**src/rtl/nanorv32_intc_pkg.sv**
```systemverilog
// Shared constants for the nanorv32 interrupt controller: register offsets,
// FSM state encoding and interrupt id width.
package nanorv32_intc_pkg;

  localparam int ID_W   = 3;
  localparam int NB_MAX = 8;

  localparam logic [3:0] ADDR_ENABLE  = 4'h0;
  localparam logic [3:0] ADDR_PENDING = 4'h4;
  localparam logic [3:0] ADDR_EDGE    = 4'h8;
  localparam logic [3:0] ADDR_STATUS  = 4'hC;

  typedef enum logic [1:0] {
    ST_IDLE    = 2'd0,
    ST_REQ     = 2'd1,
    ST_SERVICE = 2'd2
  } state_t;

endpackage

```
**src/rtl/nanorv32_intc_prio.sv**
```systemverilog
// Combinational 8-to-3 priority encoder; the lowest set index wins.
module nanorv32_intc_prio
  import nanorv32_intc_pkg::*;
(
  input  logic [NB_MAX-1:0] req,
  output logic [ID_W-1:0]   id,
  output logic              any
);

  always_comb begin
    id  = '0;
    any = |req;
    for (int i = NB_MAX - 1; i >= 0; i--)
      if (req[i]) id = ID_W'(i);
  end

endmodule

```
**src/rtl/nanorv32_intc.sv**
```systemverilog
// nanorv32 interrupt controller: synchronised level/edge lines, enable mask,
// lowest-index arbitration and an IDLE/REQ/SERVICE handshake with the CPU.
// Edge-triggered lines are built only when NANORV32_INTC_EDGE_EN is defined.
module nanorv32_intc
  import nanorv32_intc_pkg::*;
#(
  parameter int NB_IRQ = 8
) (
  input  logic            clk,
  input  logic            rst,
  input  logic [7:0]      irqs,
  input  logic            reg_sel,
  input  logic            reg_we,
  input  logic [3:0]      reg_addr,
  input  logic [7:0]      reg_wdata,
  output logic [7:0]      reg_rdata,
  output logic            irq_req,
  output logic [ID_W-1:0] irq_id,
  input  logic            irq_ack,
  input  logic            irq_eoi
);

  localparam logic [7:0] LINE_MASK = 8'((16'd1 << NB_IRQ) - 16'd1);

  logic [7:0]      sync_q;
  logic [7:0]      enable_r;
  logic [7:0]      pending;
  logic [7:0]      edge_rd;
  logic [7:0]      active;
  logic [ID_W-1:0] win_id;
  logic            win_any;
  logic [ID_W-1:0] svc_id;
  state_t          state;
  logic            wr;
  logic            ack_claim;

  assign wr        = reg_sel & reg_we;
  assign ack_claim = (state == ST_REQ) & irq_ack;

  // Unused lines are masked here so nothing downstream ever sees them.
  always_ff @(posedge clk) begin
    if (rst) begin
      sync_q   <= '0;
      enable_r <= '0;
    end else begin
      sync_q <= irqs & LINE_MASK;
      if (wr && reg_addr == ADDR_ENABLE) enable_r <= reg_wdata;
    end
  end

`ifdef NANORV32_INTC_EDGE_EN
  logic [7:0] sync_d;
  logic [7:0] edge_r;
  logic [7:0] edge_pend;
  logic [7:0] rise;
  logic [7:0] clr;

  assign rise = sync_q & ~sync_d & edge_r;
  assign clr  = ((wr && reg_addr == ADDR_PENDING) ? reg_wdata : 8'h00)
              | (ack_claim ? 8'(8'd1 << irq_id) : 8'h00);

  // A rising edge in the same cycle as a clear keeps the pending bit set.
  always_ff @(posedge clk) begin
    if (rst) begin
      sync_d    <= '0;
      edge_r    <= '0;
      edge_pend <= '0;
    end else begin
      sync_d    <= sync_q;
      edge_pend <= (edge_pend & ~clr) | rise;
      if (wr && reg_addr == ADDR_EDGE) edge_r <= reg_wdata & LINE_MASK;
    end
  end

  assign pending = (sync_q & ~edge_r) | (edge_pend & edge_r);
  assign edge_rd = edge_r;
`else
  assign pending = sync_q;
  assign edge_rd = 8'h00;
`endif

  assign active = pending & enable_r;

  nanorv32_intc_prio u_prio (
    .req (active),
    .id  (win_id),
    .any (win_any)
  );

  always_ff @(posedge clk) begin
    if (rst) begin
      state   <= ST_IDLE;
      irq_req <= 1'b0;
      irq_id  <= '0;
      svc_id  <= '0;
    end else begin
      case (state)
        ST_IDLE: if (win_any) begin
          state   <= ST_REQ;
          irq_req <= 1'b1;
          irq_id  <= win_id;
        end
        ST_REQ: if (irq_ack) begin
          svc_id  <= irq_id;
          state   <= ST_SERVICE;
          irq_req <= 1'b0;
        end else if (!win_any) begin
          state   <= ST_IDLE;
          irq_req <= 1'b0;
        end else begin
          irq_id <= win_id;
        end
        ST_SERVICE: if (irq_eoi) state <= ST_IDLE;
        default: begin
          state   <= ST_IDLE;
          irq_req <= 1'b0;
        end
      endcase
    end
  end

  always_comb begin
    reg_rdata = 8'h00;
    if (reg_sel) begin
      case (reg_addr)
        ADDR_ENABLE:  reg_rdata = enable_r;
        ADDR_PENDING: reg_rdata = pending;
        ADDR_EDGE:    reg_rdata = edge_rd;
        ADDR_STATUS:  reg_rdata = {2'b00, state, 1'b0, svc_id};
        default:      reg_rdata = 8'h00;
      endcase
    end
  end

endmodule

```
**config.mk**
```make
export PLATFORM = sky130hd
export DESIGN_NAME = nanorv32_intc
export DESIGN_NICKNAME = d
export VERILOG_FILES = /design/src/rtl/nanorv32_intc_pkg.sv /design/src/rtl/nanorv32_intc_prio.sv /design/src/rtl/nanorv32_intc.sv
export SDC_FILE = /design/constraint.sdc
export NUM_CORES = 1
export LEC_CHECK = 0
export CAP_MARGIN = 20
export CORE_ASPECT_RATIO = 0.75
export CORE_UTILIZATION = 41
export DETAILED_ROUTE_END_ITERATION = 8
export GPL_ROUTABILITY_DRIVEN = 0
export PLACE_DENSITY = 0.72
export SETUP_SLACK_MARGIN = 0.05
export SYNTH_ARGS = -nofsm -noshare
export SYNTH_HDL_FRONTEND = slang
export SYNTH_HIERARCHICAL = 1
export SYNTH_SLANG_ARGS = --single-unit
```
**constraint.sdc**
```tcl
create_clock -name clk -period 1.5 [get_ports clk]
set_input_delay 0.3 -clock clk [delete_from_list [all_inputs] [get_ports clk]]
set_output_delay 0.3 -clock clk [all_outputs]
set_load 0.1 [all_outputs]
```
# Yosys cells after proc, flatten, opt, wreduce, memory -nomap -nowiden
# Index checks and enable logic that the tools add are counted.
# op_classes
n_addsub,0
mul,0
div,0
n_lt_le_gt_ge,0
n_eq_ne,8
shifts,0
muxes,22
bitwise,3
n_reduce_logical,9
# op_table
cell,n
2-to-1 mux 3 bit,10
one-hot mux 8 bit (3 select lines),1
AND 8 bit,1
2-to-1 mux 2 bit,4
2-to-1 mux 8 bit,1
OR reduction 8 bit,1
"inequality test 2 bit, second input constant",3
one-hot mux 2 bit (3 select lines),1
one-hot mux 3 bit (2 select lines),1
AND reduction 3 bit,2
"equality test 4 x 3 -> 1 bit, second input constant",1
"equality test 4 bit, second input constant",1
zero test 4 bit,1
AND reduction 2 bit,2
2-to-1 mux 1 bit,3
"inequality test 3 bit, second input constant",1
one-hot mux 1 bit (3 select lines),1
"equality test 2 x 1 -> 1 bit, second input constant",1
"equality test 2 bit, second input constant",1
zero test 2 bit,1
nonzero test 2 bit,1
AND 1 bit,1
logical AND 1 bit,1
inverter 1 bit,1
# totals
register_bits,25
latch_bits,0
ram_bits,0
romBits,0
in_bits,26
out_inout_bits,12
word_cells,48
n_memories,0

# Depth between registers and ports, before layout
# depth
ltp_word,12
ltp_mapped,6
depth_no_buf,6

# Hierarchy
# Netlist, hierarchy kept.
# modules_own_cells
module,instances,cells_each,area_per_inst_um2,seq_area_each_um2
nanorv32_intc,1,124,1147.4,500.5
nanorv32_intc_prio,1,13,81.3,0.0

# Worst setup path after synthesis
# Ideal clock, no wire load.
# synth_timing
kind,in2out
from,input port reg_addr[1]
to,output port reg_rdata[3]
t_arrival_ns,2.886
required_time_ns,1.200
slack_ns,-1.686
path_stages,3
n_path_buf,1
path_cell_list,or3b_1 -> buf_6 -> nor3_1
# synth_via
elab_chain_len,3
word_cells_on_any_way,5
classes_between,eq/ne (2); mux (2); reduce/logical (1)
# synth_lines
element,line,text
start: declaration,nanorv32_intc.sv:14,"input logic [3:0] reg_addr,"
"equality test 4 bit, or another cell as far along",nanorv32_intc.sv:125,case (reg_addr)
one-hot mux 8 bit (3 select lines) *,nanorv32_intc.sv:125,
2-to-1 mux 8 bit *,nanorv32_intc.sv:124,if (reg_sel) begin
end: declaration,nanorv32_intc.sv:16,"output logic [7:0] reg_rdata,"
# Mark *: on every way between the ends. The rest lies on a longest branch, timed or not.

# Final worst setup path
# layout_timing
from,input port reg_addr[0]
to,output port reg_rdata[7]
# Same word-level chain as after synthesis.

==> metrics <==
count of yosys warnings during synthesis 6; number of antenna violations at the first check in global routing 0; starting utilization of the core area 45.1%; Arrival @ worst endpoint ~1300 ps; cell taking the most area after synthesis sky130_fd_sc_hd__dfxtp_1; global-route wire length before repair 5870 microns; total vias in the final route 1167; count of endpoints failing hold in the final timing report 0; top routing layer used met4; remaining antenna violation count 0; RSZ-0062 raised after global routing yes; proportion of netlist area held by the largest area contributor 40.7%; fraction of layout instances using a drive strength above 1 40.1%; floorplan die width around 65 microns; total wire length 3650 microns; peak ir drop on the vdd network ~0.57 mV; f_max between 0.6 and 0.7 GHz; grt ovf 0; power density of the placed cells 616 nW/um^2; wire length per cell ~16 microns; number of buffers added to fix hold violations after cts 0; Netlist cell types 25; worst setup path start reg_addr[0]; CP Capture Type output pin; sequential fraction of the synthesis area 40.7%; nets in the synthesized netlist between 150 and 200; type of the setup path with the least slack in2out; io pins 38; total number of clock tree sinks 25; overall track demand over capacity in global routing 24.3%; final worst path period need 1580 ps; leakage power figure approximately 0.8 nW; final cell count without fillers 223; mean instance size in the synthesized netlist 8.97 sq um; final setup violating endpoints 8; number of flip-flops and latches in the synthesized netlist 25; Fin Setup TNS -423 ps; worst-case headroom to the max-slew limit between 70% and 80%; Clock Root Buffer sky130_fd_sc_hd__clkbuf_8; Post-Syn Area 1230 sq um; ranking of synthesized cells by area sky130_fd_sc_hd__dfxtp_1 41%, sky130_fd_sc_hd__mux2i_1 15%, sky130_fd_sc_hd__and2_1 5.1%, sky130_fd_sc_hd__nor2b_1 5.1%, sky130_fd_sc_hd__nand2_1 4.3%; CTS tree built; vias in the first global route around 1200; class of the tightest hold or removal check reg2reg; vertical die dimension ~50 microns; violated checks negative setup slack; critical path data required time approximately 1200 ps; instance count of the mapped netlist 137; Pins Over Slew Limit 0; met3 WL 186 microns; min-delay src enable_r[7]; largest net degree at the start of global routing 14; met1 layer wirelength in the final routing 1600 microns; number of max-cap violations 0; area occupied by multi-input gates 881 sq um; CTS buffer count 3; area inside the core boundary 2720 sq um; Crit Reg-Reg Startpoint pending[6]; die area around 3200 sq um; initial detailed-routing violation count 41; antenna diode count 0; Longest Clk Path Bufs 2; Via density about 5.2; setup ws final -78.0 ps; Placed Cells incl. Taps 213; Area Overhead vs Synth 75.1%; number of detailed-route iterations in the first pass 4; cell area after placement 1890 sq um; DP Wirelength 2580 microns; area taken by flip-flops and latches 515 sq um; Skew-Pair Late Insertion Delay 270 ps; Remaining DRCs 0; Critical Path Source Type input pin; post-route clock period utilization 105%; Port Buf Inserts 37; Slew @ Worst Pin 389 ps; result of the run finished with violations; Detail Route met2 WL 1820 microns; Worst Clk Skew 4.87 ps; clock-pin slew on the worst setup and hold paths 80 ps; largest fanout of any net on the critical path 5; Final Instance Area 2150 sq um; DP Worst Slack -534 ps; Layout Nets 214; number of placement rows 16; fill cell instance count of the final layout between 150 and 200; H-tree depth 1
==> layout by cell type (no fill, tap or decap), types with 2 or more instances in the layout <==
master                            count
sky130_fd_sc_hd__nand2_1             14
sky130_fd_sc_hd__nor2b_1              9
sky130_fd_sc_hd__mux2i_2              3
sky130_fd_sc_hd__and2_4               3
sky130_fd_sc_hd__nor2_4               5
sky130_fd_sc_hd__mux2i_4              2
sky130_fd_sc_hd__buf_6                6
sky130_fd_sc_hd__a21oi_1              5
sky130_fd_sc_hd__and2_1               7
sky130_fd_sc_hd__buf_4                9
sky130_fd_sc_hd__inv_1                2
sky130_fd_sc_hd__or3b_4               2
sky130_fd_sc_hd__dfxtp_2              9
sky130_fd_sc_hd__nand3_1              4
sky130_fd_sc_hd__a2bb2oi_2            4
sky130_fd_sc_hd__nor2_1               7
sky130_fd_sc_hd__nand2b_1             5
sky130_fd_sc_hd__o21ai_2              3
sky130_fd_sc_hd__clkdlybuf4s50_1     20
sky130_fd_sc_hd__nor3_4               3
sky130_fd_sc_hd__mux2i_1             14
sky130_fd_sc_hd__buf_12              14
sky130_fd_sc_hd__clkbuf_8             3
sky130_fd_sc_hd__dfxtp_1             15
==> cell usage after synthesis, drive strengths merged <==
library cell  count
or3b              1
mux2i            19
nand3b            1
and3b             1
buf               4
nor4b             1
clkbuf            3
nand3             4
inv               2
a2bb2oi           5
a21oi             5
dfxtp            25
nand2b            5
a31o              1
o21bai            1
nor2b            10
o21ai             5
nand2            14
nor3              5
o41ai             1
and2             10
nor4              1
a21boi            1
nor2             12
==> registers in the layout, summed over array words and instances (netlist names) <==
| name | cells |
|---|---|
| enable_r | 8 |
| pending | 8 |
| irq_id | 3 |
| svc_id | 3 |
| state | 2 |
| irq_req | 1 |
==> worst paths after layout <==
kind | end | slack, ps | cells past startpoint
max | reg_rdata[7] | -80 | 4
min | enable_r[7] | 480 | 2
max reg2reg | irq_id[1] | 40 | 7
min reg2reg | enable_r[7] | 480 | 2
==> report_power, final <==
group          switching (mW)  internal (mW)  total [mW]
Clock                   0.210          0.190       0.400
Sequential             0.0119          0.677       0.689
Combinational          0.0991          0.137       0.236
Total                   0.321           1.00        1.32
==> layout make-up <==
| type | count | area share [%] |
|---|---|---|
| Inverter | 2 | 0.349 |
| Multi-Input combinational cell | 104 | 41.0 |
| Sequential cell | 25 | 24.0 |
| Timing Repair Buffer | 52 | 30.5 |
| Clock buffer | 4 | 2.09 |
| Tap cell | 36 | 2.09 |
==> worst max-delay path, cell delays in order <==
cell	delay (ps)
sky130_fd_sc_hd__buf_6	90
sky130_fd_sc_hd__or3b_4	480
sky130_fd_sc_hd__nor3_4	190
sky130_fd_sc_hd__buf_12	200
==> routing by layer <==
layer	vias to the layer above	GRT usage [%]
met5	-	0
met4	0	6.88
met3	6	4.91
met2	39	43.3
met1	552	29.3
li1	570	-
==> timing repair <==
item / in CTS / in global routing
setup buffers: 3 / 1
setup endpoints to repair: 20 / 13
gates resized for setup: 45 / 20
gates cloned: 2 / 0
pin swaps: 15 / 14
hold endpoints to repair: 0 / 0
==> cells by family (layout without fill, tap and decap cells) <==
family / Yosys count / count (layout) / synth area share, %
AND/OR/NAND/NOR: 65 / 66 / 29.3
buffers and inverters: 9 / 58 / 4.18
flip-flops: 25 / 25 / 40.7
multiplexers: 19 / 19 / 15.5
AO/OA/AOI/OAI: 19 / 19 / 10.3
==> stage by stage <==
step	total power [mW]	utilization, %	hold WS [ps]
2_1_floorplan	0.796	-	428
4_1_cts	1.31	76.7	483
5_1_grt	1.37	79.0	510
3_5_place_dp	0.894	69.6	468
3_3_place_gp	0.890	69.6	467
6_report	1.32	79.0	476
(Power assumes the default switching activity.)
==> edit 1, RTL diff (config.mk and constraints unchanged) <==
The option `NANORV32_INTC_EDGE_EN` is turned on by a define.
--- a/src/rtl/nanorv32_intc.sv
+++ b/src/rtl/nanorv32_intc.sv
@@ -1,6 +1,8 @@
 // nanorv32 interrupt controller: synchronised level/edge lines, enable mask,
 // lowest-index arbitration and an IDLE/REQ/SERVICE handshake with the CPU.
 // Edge-triggered lines are built only when NANORV32_INTC_EDGE_EN is defined.
+`define NANORV32_INTC_EDGE_EN
+
 module nanorv32_intc
   import nanorv32_intc_pkg::*;
 #(
Function: changed (Yosys sat finds a counterexample within 4 cycles, from zero or initial values and one cycle with rst high).
==> edit 1 against the unedited design <==
  * The run still ends with negative setup slack left
  * Final area is 64% higher
  * Synthesized area is 91% higher
  * Combinational power is 30% higher
  * Worst setup slack worse by 470 ps
  * Routed wire length is 71% higher
  * Sequential cell count is 24 higher
  * Register-to-register slack worse by 220 ps
  * Total power is 88% higher
  * Critical path type is now register to output pin
  * Largest cell class unchanged
==> edit 1: results (changes against the unedited design) <==
clock_tree:
  cts.clk_slew.worst_paths_ps: 110  # +30 ps
  cts.htree.levels: 2  # +1
  clock_latency_ps: 310  # +40 ps
  cts_made_buffers: 5  # +2
power:
  switching_share_pct: 26.1  # +1.9 points
  ir_worst_vdd_mv: 0.540  # -5.7%
  p_per_area_nw_per_um2: 709  # +15%
  seq_power_share_pct: 53.7  # +1.7 points
run_status:
  status: "finished with violations"
  violations: "negative setup slack"
worst_hold_path:
  holdPathStages: 5  # +3
  hold_class: "input pin to register"
cells_and_area:
  drive_above_1_share_pct: 34.0  # -6.1 points
  nets: 357  # +67%
place:
  placed_cell_area_um2: 3270  # +73%
  dp_hpwl_um: 4570  # +77%
  dpl.cell_count: 393  # +85%
  dp_slack_ps: -811  # -277 ps
detailed_routing:
  wl_met2_um: 2840  # +56%
  wl_met1_um: 2870  # +80%
  met3_length_um: 460  # +150%
  wirelength_um: 6250  # +71%
sta:
  finalSetupViolCount: 13  # +5
  final.setup.worst_slack_ps: -553  # -474 ps
  hold_ws_ps: 432  # -43.8 ps
synthesis:
  syn_nets: 285  # +75%
  synth_common_cells: "49 x dfxtp_1, 24 x a21oi_1, 24 x o21ai_0"
  synth_cell_types: 40  # +60%
  synth.area.top_cells: "dfxtp_1 42%, nor2b_1 5.6%, a21oi_1 5.1%"
setup_path:
  worstPathMaxFanout: 2  # -3
  crit_path_end: "reg_rdata[2]"
  r2r_end: "irq_req"
  crit_start: "edge_r[2]"
  crit_path_max_incr_delay_ps: 370  # -110 ps
global_route:
  grt_pass1_vias: 2105  # +75%
  groute.usage.overall_pct: 22.2  # -2.1 points
  grtUsageMet3_pct: 6.11  # +1.2 points
==> edit 1: cell count changes after synthesis, moves of 10 or more <==
cell | unedited run | this run
a21oi_1 | 5 | 24
dfxtp_1 | 25 | 49
mux2_2 | 0 | 10
mux2i_1 | 19 | 8
nand3_1 | 4 | 20
nand3b_1 | 1 | 11
nor2b_1 | 10 | 21
o21ai_0 | 5 | 24
==> edit 1: final cells by class <==
cell class | instances | area [um^2]
fill | 430 | 1920
multi-input combinational | 193 | 1430
sequential | 49 | 995
timing repair buffer | 81 | 903
tap | 75 | 93.8
clock buffer | 5 | 68.8
clock inverter | 3 | 28.8
inverter | 1 | 3.75
==> edit 1: logic make-up after synthesis <==
kind of cell | count (synthesis) | share of synthesized area, %
flops | 49 | 41.7
simple gates | 103 | 27.7
buf+inv | 17 | 3.67
mux | 18 | 8.19
compound gates | 72 | 18.7
==> edit 1: what timing repair did <==
action,4_1_cts,5_1_grt
resized for setup,47,7
buffers inserted,5,0
endpoints found under the setup margin,37,13
gates cloned,1,0
pin swaps,17,10
==> edit 2, RTL diff (config.mk and constraints unchanged) <==
Made on the original files. Register the output `irq_req` once more, cleared by the reset; this adds one clock of latency there. The other outputs are not delayed to match.
--- a/src/rtl/nanorv32_intc.sv
+++ b/src/rtl/nanorv32_intc.sv
@@ -21,6 +21,8 @@
 );
 
   localparam logic [7:0] LINE_MASK = 8'((16'd1 << NB_IRQ) - 16'd1);
+
+  logic irq_req_s0;
 
   logic [7:0]      sync_q;
   logic [7:0]      enable_r;
@@ -90,30 +92,30 @@
   always_ff @(posedge clk) begin
     if (rst) begin
       state   <= ST_IDLE;
-      irq_req <= 1'b0;
+      irq_req_s0 <= 1'b0;
       irq_id  <= '0;
       svc_id  <= '0;
     end else begin
       case (state)
         ST_IDLE: if (win_any) begin
           state   <= ST_REQ;
-          irq_req <= 1'b1;
+          irq_req_s0 <= 1'b1;
           irq_id  <= win_id;
         end
         ST_REQ: if (irq_ack) begin
           svc_id  <= irq_id;
           state   <= ST_SERVICE;
-          irq_req <= 1'b0;
+          irq_req_s0 <= 1'b0;
         end else if (!win_any) begin
           state   <= ST_IDLE;
-          irq_req <= 1'b0;
+          irq_req_s0 <= 1'b0;
         end else begin
           irq_id <= win_id;
         end
         ST_SERVICE: if (irq_eoi) state <= ST_IDLE;
         default: begin
           state   <= ST_IDLE;
-          irq_req <= 1'b0;
+          irq_req_s0 <= 1'b0;
         end
       endcase
     end
@@ -132,5 +134,13 @@
     end
   end
 
+  always_ff @(posedge clk) begin
+    if (rst) begin
+      irq_req <= '0;
+    end else begin
+      irq_req <= irq_req_s0;
+    end
+  end
+
 endmodule
 
Behaviour: not the same (Yosys sat finds a counterexample within 4 cycles, from zero or initial values and one cycle with rst high).
==> edit 2 against the unedited design <==
  * Sequential cell count increased by 1
  * The run still ends with negative setup slack left
  * Worst setup slack lost 48 ps
  * Global-route usage down 3.2 points
  * Synthesized area rose by 4.2%
  * Sequential share of layout area is 0.34 points higher
  * Total power up 4.3%
  * Final area grew 0.76%
  * First-iteration DRC count increased by 7.3%
  * Routed wire length down 10%
==> edit 2: results (changes against the unedited design) <==
run_status:
  status: "finished with violations"
  violations: "negative setup slack"
synthesis:
  yosysSeqAreaShare_pct: 40.7  # -0.068 points
  synthMuxAreaShare_pct: 14.9  # -0.62 points
  syn_nets: 164  # +0.61%
  synth.area.top_cells: "dfxtp_1 41%, mux2i_1 15%, nand2b_1 8.3%"
  synth_compound_area_share_pct: 9.78  # -0.51 points
  avgSynthCellArea_um2: 9.28  # +3.4%
  async_flop_share_pct: 0  # unchanged
power:
  seq_power_share_pct: 51.7  # -0.3 points
  ir_worst_vdd_mv: 0.441  # -23%
  leakagePower_uw: 0.000829  # +1.1%
  comb_power_uw: 228  # -3%
sta:
  finalClockSkew_ps: 5.73  # +0.863 ps
  finalSetupViolCount: 8  # unchanged
  final.setup.worst_slack_ps: -126  # -47.9 ps
  slew_headroom_pct: 79.0  # +5.0 points
  hold_ws_ps: 471  # -4.79 ps
clock_tree:
  cts.sink_count: 26  # +4.0%
setup_path:
  crit_path_end: "reg_rdata[5]"
  r2r_slack_ps: 80  # +40 ps
  crit_start: "reg_addr[1]"
  r2r_end: "irq_req_s0"
  reg2regPathDepth: 6  # -1
place:
  dp_hpwl_um: 2280  # -12%
  port-buffer-count: 37  # unchanged
cells_and_area:
  diodes: 0  # unchanged
  nets: 212  # -0.93%
  drive_above_1_share_pct: 35.7  # -4.4 points
detailed_routing:
  met3_length_um: 140  # -25%
  wirelength_um: 3270  # -10%
  viasPerCell: 5.13  # -1.9%
  initialDrtViolationCount: 44  # +7.3%
  wl_met1_um: 1440  # -9.8%
  wl_met2_um: 1670  # -7.9%
global_route:
  grt_pass1_vias: 1201  # -0.17%
  met1_usage_pct: 25.0  # -4.3 points
  groute.usage.overall_pct: 21.1  # -3.2 points
  grtUsageMet3_pct: 4.09  # -0.82 points
  use_met2_pct: 39.3  # -4.0 points
  grt_max_degree: 35  # +21
  grt_pass1_wl_um: 5270  # -10%
worst_hold_path:
  hold_end: "irq_req"
  holdPathStages: 1  # -1
  hold_start: "irq_req_s0"
floorplanning:
  fp.dieW_um: 66.5  # +2.0%
-- edit 2: area by class of cell --
cell class	instances	area, um^2
clock buffer	4	55.1
fill	203	790
multi-input combinational	104	885
sequential	26	527
tap	38	47.5
inverter	1	3.75
timing repair buffer	50	649
-- edit 2: worst max-delay path: stages --
cell	delay (ps)
buf_6	90
or3b_4	480
buf_12	170
nor2_4	100
buf_12	180
-- edit 2: timing repair --
item	in CTS	in global routing
resized for setup	33	12
endpoints found under the setup margin	20	20
gates cloned	1	0
hold endpoints to repair	0	0
pin swaps	8	10
buffers inserted	3	1
-- edit 2: through the flow --
step                setup WS, ps  setup TNS, ps  utilization [%]  area, um^2  power, uW
finish                      -126           -700             73.3        2170       1380
global route                -144          -1030             73.3        2170       1440
CTS                         -147           -810             71.9        2130       1390
detailed placement          -520          -7480             66.5        1970        928
global placement            -487          -7090             66.5        1970        925
floorplan                   -397          -1820                -        1370        824
